$ cat config.mk
export PLATFORM = sky130hd
export DESIGN_NAME = muldiv_unit
export DESIGN_NICKNAME = d
export VERILOG_FILES = /design/src/rtl/muldiv_pkg.sv /design/src/rtl/muldiv_step.sv /design/src/rtl/muldiv_unit.sv
export SDC_FILE = /design/constraint.sdc
export NUM_CORES = 1
export LEC_CHECK = 0
export BUFFER_PORTS_ARGS = -buffer_cell sky130_fd_sc_hd__buf_2
export CAP_MARGIN = 20
export CORE_MARGIN = 4
export CORE_UTILIZATION = 55
export DETAILED_ROUTE_END_ITERATION = 8
export GPL_TIMING_DRIVEN = 0
export MAX_ROUTING_LAYER = met4
export PLACE_DENSITY_LB_ADDON = 0.08
export SYNTH_ARGS = -nofsm -noshare
export SYNTH_HDL_FRONTEND = slang
export SYNTH_SLANG_ARGS = --single-unit
$ cat constraint.sdc
create_clock -name clk -period 3.55 [get_ports clk]
set_clock_uncertainty 0.1 [all_clocks]
set_input_delay 0.71 -clock clk [delete_from_list [all_inputs] [get_ports clk]]
set_output_delay 0.71 -clock clk [all_outputs]
set_load 0.03 [all_outputs]
$ cat src/rtl/muldiv_pkg.sv
// Shared encodings for the iterative multiply/divide unit.
// The CPU control FSM imports this package so op codes live in one place.
package muldiv_pkg;

  localparam logic [1:0] OP_MULT  = 2'b00;
  localparam logic [1:0] OP_MULTU = 2'b01;
  localparam logic [1:0] OP_DIV   = 2'b10;
  localparam logic [1:0] OP_DIVU  = 2'b11;

  typedef enum logic [1:0] {
    IDLE = 2'd0,
    PREP = 2'd1,
    RUN  = 2'd2,
    FIX  = 2'd3
  } state_t;

  function automatic logic op_is_div(input logic [1:0] op);
    return op[1];
  endfunction

  function automatic logic op_is_signed(input logic [1:0] op);
    return ~op[0];
  endfunction

endpackage

$ cat src/rtl/muldiv_step.sv
// One iteration of the shared datapath: radix-2 shift-add multiply or
// restoring divide step on a combined {remainder/product-high, low} accumulator.
module muldiv_step
  import muldiv_pkg::*;
#(
  parameter int WIDTH = 32
) (
  input  logic               i_mode,
  input  logic [2*WIDTH:0]   i_acc,
  input  logic [WIDTH-1:0]   i_operand,
  output logic [2*WIDTH:0]   o_acc_next,
  output logic               o_q_bit
);

  logic [WIDTH:0]   w_addend;
  logic [WIDTH:0]   w_sum;
  logic [WIDTH+1:0] w_rem_sh;
  logic [WIDTH+1:0] w_diff;
  logic [WIDTH:0]   w_rem_new;
  logic             w_fits;

  // Multiply: add the multiplicand into the upper half when the low bit is set.
  assign w_addend = i_acc[0] ? {1'b0, i_operand} : '0;
  assign w_sum    = {1'b0, i_acc[2*WIDTH-1:WIDTH]} + w_addend;

  // Divide: one extra bit on the trial difference keeps the borrow visible.
  assign w_rem_sh  = {i_acc[2*WIDTH:WIDTH], i_acc[WIDTH-1]};
  assign w_diff    = w_rem_sh - {2'b00, i_operand};
  assign w_fits    = ~w_diff[WIDTH+1];
  assign w_rem_new = w_fits ? w_diff[WIDTH:0] : w_rem_sh[WIDTH:0];

  always_comb begin
    if (i_mode) begin
      o_acc_next = {w_rem_new, i_acc[WIDTH-2:0], 1'b0};
      o_q_bit    = w_fits;
    end else begin
      o_acc_next = {1'b0, w_sum, i_acc[WIDTH-1:1]};
      o_q_bit    = 1'b0;
    end
  end

endmodule

$ cat src/rtl/muldiv_unit.sv
// Iterative signed/unsigned multiply/divide with HI/LO registers, a
// start/done handshake and a divide-by-zero flag for the exception path.
module muldiv_unit
  import muldiv_pkg::*;
#(
  parameter int WIDTH = 32
) (
  input  logic             clk,
  input  logic             rst,
  input  logic             start,
  input  logic [1:0]       op,
  input  logic [WIDTH-1:0] a,
  input  logic [WIDTH-1:0] b,
  input  logic             hi_we,
  input  logic             lo_we,
  input  logic [WIDTH-1:0] wdata,
  output logic             busy,
  output logic             done,
  output logic             div_by_zero,
  output logic [WIDTH-1:0] hi,
  output logic [WIDTH-1:0] lo
);

  localparam int CNT_W = $clog2(WIDTH + 1);
  localparam int ACC_W = 2 * WIDTH + 1;

  state_t             r_state;
  state_t             w_state_next;

  logic               r_is_div;
  logic [WIDTH-1:0]   r_opa;
  logic [WIDTH-1:0]   r_opb;
  logic               r_neg_res;
  logic               r_neg_rem;
  logic [ACC_W-1:0]   r_acc;
  logic [CNT_W-1:0]   r_cnt;
  logic [WIDTH-1:0]   r_hi;
  logic [WIDTH-1:0]   r_lo;
  logic               r_done;
  logic               r_dbz;

  logic               w_accept;
  logic               w_wr_ok;
  logic               w_dbz;
  logic               w_load;
  logic               w_iter;
  logic               w_finish;

  logic               w_in_signed;
  logic [WIDTH-1:0]   w_a_abs;
  logic [WIDTH-1:0]   w_b_abs;
  logic [ACC_W-1:0]   w_acc_next;
  logic               w_q_bit;
  logic [2*WIDTH-1:0] w_prod;
  logic [WIDTH-1:0]   w_quot;
  logic [WIDTH-1:0]   w_rem;

  always_ff @(posedge clk or negedge rst) begin
    if (!rst) begin
      r_state <= IDLE;
    end else begin
      r_state <= w_state_next;
    end
  end

  always_comb begin
    w_state_next = r_state;
    case (r_state)
      IDLE:    if (start) w_state_next = PREP;
      PREP:    w_state_next = w_dbz ? IDLE : RUN;
      RUN:     if (r_cnt == CNT_W'(1)) w_state_next = FIX;
      FIX:     w_state_next = IDLE;
      default: w_state_next = IDLE;
    endcase
  end

  always_comb begin
    w_accept = 1'b0;
    w_wr_ok  = 1'b0;
    w_dbz    = 1'b0;
    w_load   = 1'b0;
    w_iter   = 1'b0;
    w_finish = 1'b0;
    case (r_state)
      IDLE: begin
        w_accept = start;
        w_wr_ok  = 1'b1;
      end
      PREP: begin
        w_dbz  = r_is_div && (r_opb == '0);
        w_load = ~w_dbz;
      end
      RUN:     w_iter   = 1'b1;
      FIX:     w_finish = 1'b1;
      default: ;
    endcase
  end

  // The datapath works on magnitudes; signs are reapplied in FIX.
  assign w_in_signed = op_is_signed(op);
  assign w_a_abs     = (w_in_signed && a[WIDTH-1]) ? -a : a;
  assign w_b_abs     = (w_in_signed && b[WIDTH-1]) ? -b : b;

  always_ff @(posedge clk or negedge rst) begin
    if (!rst) begin
      r_is_div  <= 1'b0;
      r_opa     <= '0;
      r_opb     <= '0;
      r_neg_res <= 1'b0;
      r_neg_rem <= 1'b0;
    end else if (w_accept) begin
      r_is_div  <= op_is_div(op);
      r_opa     <= w_a_abs;
      r_opb     <= w_b_abs;
      r_neg_res <= w_in_signed && (a[WIDTH-1] ^ b[WIDTH-1]);
      r_neg_rem <= w_in_signed && a[WIDTH-1];
    end
  end

  muldiv_step #(
    .WIDTH(WIDTH)
  ) u_step (
    .i_mode     (r_is_div),
    .i_acc      (r_acc),
    .i_operand  (r_opb),
    .o_acc_next (w_acc_next),
    .o_q_bit    (w_q_bit)
  );

  // Multiplier and dividend both start in the low half, so one load serves both.
  always_ff @(posedge clk or negedge rst) begin
    if (!rst) begin
      r_acc <= '0;
      r_cnt <= '0;
    end else if (w_load) begin
      r_acc <= {{(WIDTH + 1){1'b0}}, r_opa};
      r_cnt <= CNT_W'(WIDTH);
    end else if (w_iter) begin
      r_acc <= w_acc_next | ACC_W'(w_q_bit);
      r_cnt <= r_cnt - CNT_W'(1);
    end
  end

  assign w_prod = r_neg_res ? -r_acc[2*WIDTH-1:0] : r_acc[2*WIDTH-1:0];
  assign w_quot = r_neg_res ? -r_acc[WIDTH-1:0] : r_acc[WIDTH-1:0];
  assign w_rem  = r_neg_rem ? -r_acc[2*WIDTH-1:WIDTH] : r_acc[2*WIDTH-1:WIDTH];

  always_ff @(posedge clk or negedge rst) begin
    if (!rst) begin
      r_hi   <= '0;
      r_lo   <= '0;
      r_done <= 1'b0;
      r_dbz  <= 1'b0;
    end else begin
      r_done <= w_finish | w_dbz;
      r_dbz  <= w_dbz;
      if (w_finish) begin
        if (r_is_div) begin
          r_hi <= w_rem;
          r_lo <= w_quot;
        end else begin
          r_hi <= w_prod[2*WIDTH-1:WIDTH];
          r_lo <= w_prod[WIDTH-1:0];
        end
      end else if (w_wr_ok) begin
        if (hi_we) r_hi <= wdata;
        if (lo_we) r_lo <= wdata;
      end
    end
  end

  assign busy        = (r_state != IDLE);
  assign done        = r_done;
  assign div_by_zero = r_dbz;
  assign hi          = r_hi;
  assign lo          = r_lo;

endmodule

==> Yosys cells after proc, flatten, opt, wreduce, memory -nomap -nowiden <==
Index checks and enable logic that the tools add are counted.
{ "word_totals": {"out_inout_bits": 67, "reg_bits": 206, "input_bits": 103, "wordCells": 77} }
{ "classes": {"bitwise": 6, "reduce_logical": 14, "n_eq_ne": 6, "n_mux": 31, "n_addsub": 8} }
{ "op_table": {"columns": ["cell", "n"], "rows": [
  ["32-bit two-way mux", 13],
  ["65-bit two-way mux", 3],
  ["32-bit negation", 4],
  ["65-bit by 1-bit OR with 65-bit output", 1],
  ["64-bit two-way mux", 1],
  ["64-bit negation", 1],
  ["34-bit by 32-bit subtractor with 34-bit output", 1],
  ["32-bit by 33-bit adder with 33-bit output", 1],
  ["33-bit two-way mux", 1],
  ["32-bit zero test", 1],
  ["6-bit two-way mux", 2],
  ["2-bit nonzero test", 5],
  ["2-bit case mux with 4 select lines", 1],
  ["1-bit two-way mux", 7],
  ["6-bit by 1-bit == test with 1-bit output, second input constant", 1],
  ["2-bit two-way mux", 3],
  ["2-bit AND reduction", 3],
  ["6-bit by 1-bit subtractor with 6-bit output, second input constant", 1],
  ["2-bit == test, second input constant", 2],
  ["1-bit logical AND", 4],
  ["2-bit != test, second input constant", 2],
  ["1-bit inverter", 3],
  ["2-bit by 1-bit == test with 1-bit output, second input constant", 1],
  ["2-bit zero test", 1],
  ["other kinds (2)", 2]
]} }

==> Longest topological paths before layout <==
{ "depth": {"ltp_word": 6, "mapped_depth": 14} }

==> Modules after synthesis <==
From an unflattened synthesis, not the netlist that was laid out.
{ "hier_totals": {"cells_unflattened": 2036, "area_unflattened_um2": 16872.4} }
{ "modules_own_cells": {"columns": ["module", "cells_each", "area_each_um2", "n_inst"], "rows": [
  ["muldiv_unit", 1345, 11987.7, 1],
  ["muldiv_step", 691, 4884.7, 1]
]} }

==> Least setup slack after synthesis <==
No wires, ideal clock.
{ "synth_path": {"path_type": "flip-flop to flip-flop", "start": "reg r_acc[31]", "end": "reg r_acc[64]", "arrival_time_ns": 3.150, "period_less_slack_ns": 3.372, "setup_time_ns": 0.122, "stages_incl_launch_ff": 14, "path_slack_ns": 0.178, "cell_sequence": "dfrtp_1 inv_1 ha_1 inv_1 fa_1 a21o_1 a221o_1 a31o_2 a311oi_1 o21bai_1 a2111oi_0 nand3_1 xnor2_1 a32o_1"} }
{ "synth_between": {"elab_chain_len": 6} }
{ "synth_rtl": {"columns": ["element", "line", "text"], "rows": [
  ["start, declared", "muldiv_unit.sv:35", "logic [ACC_W-1:0] r_acc;"],
  ["start signal, assigned", "muldiv_unit.sv:136", "r_acc <= {{(WIDTH + 1){1'b0}}, r_opa};"],
  ["start signal, assigned", "muldiv_unit.sv:139", "r_acc <= w_acc_next | ACC_W'(w_q_bit);"],
  ["34-bit by 32-bit subtractor with 34-bit output", "muldiv_step.sv:28", "assign w_diff = w_rem_sh - {2'b00, i_operand};"],
  ["33-bit two-way mux", "muldiv_step.sv:30", "assign w_rem_new = w_fits ? w_diff[WIDTH:0] : w_rem_sh[WIDTH:0];"],
  ["65-bit two-way mux", "muldiv_step.sv:33", "if (i_mode) begin"],
  ["65-bit by 1-bit OR with 65-bit output", "muldiv_unit.sv:139", null],
  ["65-bit two-way mux", "muldiv_unit.sv:138", "end else if (w_iter) begin"],
  ["65-bit two-way mux", "muldiv_unit.sv:135", "end else if (w_load) begin"]
]} }
No other way between the ends. The select of a mux whose other input is x is not followed.
A chain may end at the register's enable or synchronous reset.

==> Worst setup path after layout <==
Ends and elaborated chain as after synthesis.

==> impl_metrics.ini <==
[floorplanning]
core.rowCount = 62
die_w_um = 181
ios = 170
die_h_um = 181
core_area_sq_mm = 0.0291
start_util = 0.564
die_area_sq_mm = 0.0327

[yosys]
ys_async_sr_fraction = 1.00
ys_types = 79
synth.most_common_cell = nand2_1
synth_edf_count = 0
ys_top_cells_by_count = nand2_1, o21ai_0, dfrtp_1, nor2_1, a21oi_1
synthesis.area_sq_mm = 0.0164
yosysTopAreaCell = dfrtp_1
syn-num-nets = 2250
synth.avg_cell_area_sq_um = 7.93
synth_top_area_share = 0.314
ys_warn_count = 0
synthTopCellsByArea = dfrtp_1, o21ai_0, ha_1
synth_top_flop_cell = dfrtp_1
syn-instance-count = 2070
synth-seq-cells = 206
ys_seq_area_frac = 0.314

[global_routing]
track_usage = 0.353
grt_pass1_wl_mm = 90.1
grt.overflow.total = 0
grt_max_degree = 124
grt_pass1_vias = 16200
antenna_found_initial = 1

[place]
hpwl_mm = 45.3
place_area_sq_mm = 0.0178
gp_congestion = 1.05
port_buffers = 169
dpl.cell_count = 2624

[final_layout]
final_area_sq_mm = 0.0192
seqCellArea_sq_mm = 0.00517
final_util = 0.661
drive_above_1_share = 0.162
fill_cells = 2601
multi_input_area_sq_mm = 0.0109
nets = 2457
layout.cells.non_filler = 2678
syn_to_final_growth_pct = 17.2

[drt]
via_count = 16700
drt-pass1-iter-count = 7
drc = 0
ant_nets = 0
drt-total-wl_mm = 58.6
wl_per_cell_um = 21.9
drt_iter0_markers = 1514
vias_per_cell = 6.25

[clocking]
htree_levels = 1
cts.sinks = 206
cts.path.max_buffers = 3
numCtsBuffers = 24
insertion_delay_ns = 0.54
cts_tree = done
clkTransAtPathRegs_ns = 0.07
clock-root-buffer = clkbuf_16

[power]
peakVddDrop_uv = 489
power_frac_clock = 0.128
p_seq_frac = 0.220
p_switching_mw = 10.9
swShare = 0.525
intPower_mw = 9.89
combinationalPowerShare = 0.652
powerDensity_mw_per_mm2 = 1080
leakage_nw = 8.66

[job]
max_cap_violations = 0

[critical_path]
r2r-start = r_acc[31]
r2r_cells = 13
crit_path_cell_trace = inv_4, ha_4, inv_2, fa_2, a21o_1, a221o_1, a31o_4, a311oi_4, o21bai_2, a2111oi_4, nand3_1, xnor2_1, a32o_1
start_kind = flip-flop
crit_slowest_cell = dfrtp_2
critPathKind = flip-flop to flip-flop
rr_endpoint = r_acc[64]
max_stage_delay_ns = 0.46
arrival_ns = 3.88
crit_fanout = 2
ff2ff_setup_slack_ns = -0.008
endpoint_kind = flip-flop
required_ns = 3.87

[timing]
max_slew.worst_pin.slew_ns = 1.01
min_period_over_period = 1.00
maxSlewHeadroom = 0.327
max_freq_mhz = 281
setup_violations = 1
rsz0062_at_grt = true
fin_hold_ws_ns = 0.0503
hold_viol_final = 0
finalMaxSlewViolations = 0
worst_slack_ns = -0.00849
finalCriticalPeriod_ns = 3.56

[hold_path]
hold_path_class = input pin to async pin

[run_status]
violations = setup timing
status = finished, violations left
## power by group through the flow
stage | logic [mW] | clock network (mW) | registers [mW]
2_1_floorplan | 8.07 | 0 | 4.85
3_3_place_gp | 12.2 | 0 | 4.51
3_5_place_dp | 12.3 | 0 | 4.55
4_1_cts | 12.9 | 2.67 | 4.54
5_1_grt | 14.6 | 2.78 | 4.70
6_report | 13.6 | 2.66 | 4.59
## stage by stage
| stage | setup slack, ns | setup TNS, ns | power (mW) |
|---|---|---|---|
| after floorplan | 0.178 | 0 | 12.9 |
| after global placement | -1.86 | -396.35 | 16.7 |
| after detailed placement | -1.14 | -21.15 | 16.9 |
| after CTS | -0.0209 | -0.0396 | 20.1 |
| after global routing | -0.0486 | -0.106 | 22.1 |
| final | -0.00849 | -0.00849 | 20.8 |
## critical path, delay by kind of cell (launching register included)
kind | cells | cell delay, ns
simple gates | 1 | 0.15
buf+inv | 2 | 0.14
fa+ha+maj | 2 | 0.49
compound gates | 7 | 1.94
flops | 1 | 0.46
xor+xnor | 1 | 0.16
## worst max-delay path by stage
stage,start,end,slack (ns),cells past startpoint
after floorplan,r_acc[31],r_acc[64],0.18,13
after global placement,rst,r_opa[11],-1.86,1
after detailed placement,r_acc[0],r_acc[62],-1.14,13
after CTS,r_acc[31],r_acc[62],-0.02,14
after global routing,r_acc[31],r_acc[64],-0.05,13
final,r_acc[31],r_acc[64],-0.008,13
## registers in the layout (all words and copies together) (netlist names), named ones only
register     count
hi              32
r_neg_rem        1
r_acc           65
r_opb           32
lo              32
r_opa           32
done             1
div_by_zero      1
r_state          1
r_is_div         1
r_neg_res        1
r_cnt            6
## routing by layer
| layer | GRT usage | part of all wire |
|---|---|---|
| met1 | 0.476 | 0.43 |
| met2 | 0.524 | 0.43 |
| met3 | 0.0941 | 0.11 |
| met4 | 0.104 | 0.033 |
| met5 | - | 0 |
## cells by family after synthesis
| family | after synthesis | share of synthesized area |
|---|---|---|
| AOI/OAI and AO/OA | 671 | 0.255 |
| buffers and inverters | 199 | 0.0477 |
| adders and majority gates | 77 | 0.0596 |
| muxes | 65 | 0.0406 |
| xor gates and xnor gates | 176 | 0.0939 |
| DFF | 206 | 0.314 |
| and+or+nand+nor | 676 | 0.189 |
## timing repair
item | 4_1_cts | 5_1_grt
setup buffers | 10 | 10
pin swaps | 13 | 23
gates resized for setup | 80 | 49
setup endpoints to repair | 49 | 47
hold buffers | 0 | 0
## cells in the final DEF (no fill, tap or decap), drive strengths merged, types with 21 or more instances in the layout
master and n:
nor4 28, buf 211, xor2 80, nor2b 22, nand2 244, clkbuf 123
a31oi 21, inv 76, ha 75, nor3 33, a21o 71, o21ai 214
dfrtp 206, xnor2 96, a211oi 47, nand3 34, o31ai 24, nor2 207
a21oi 179, mux2i 52
## cell type report
cell class	instances	area share
plain buffers	114	0.0263
flip-flops and latches	206	0.269
clock buffers	30	0.0329
repair buffers	190	0.0546
inverters	76	0.0150
multi-input cells	1665	0.567
clock inverters	12	0.0105
diodes	1	0.000130
well taps	384	0.0250
(Power assumes the default switching activity.)
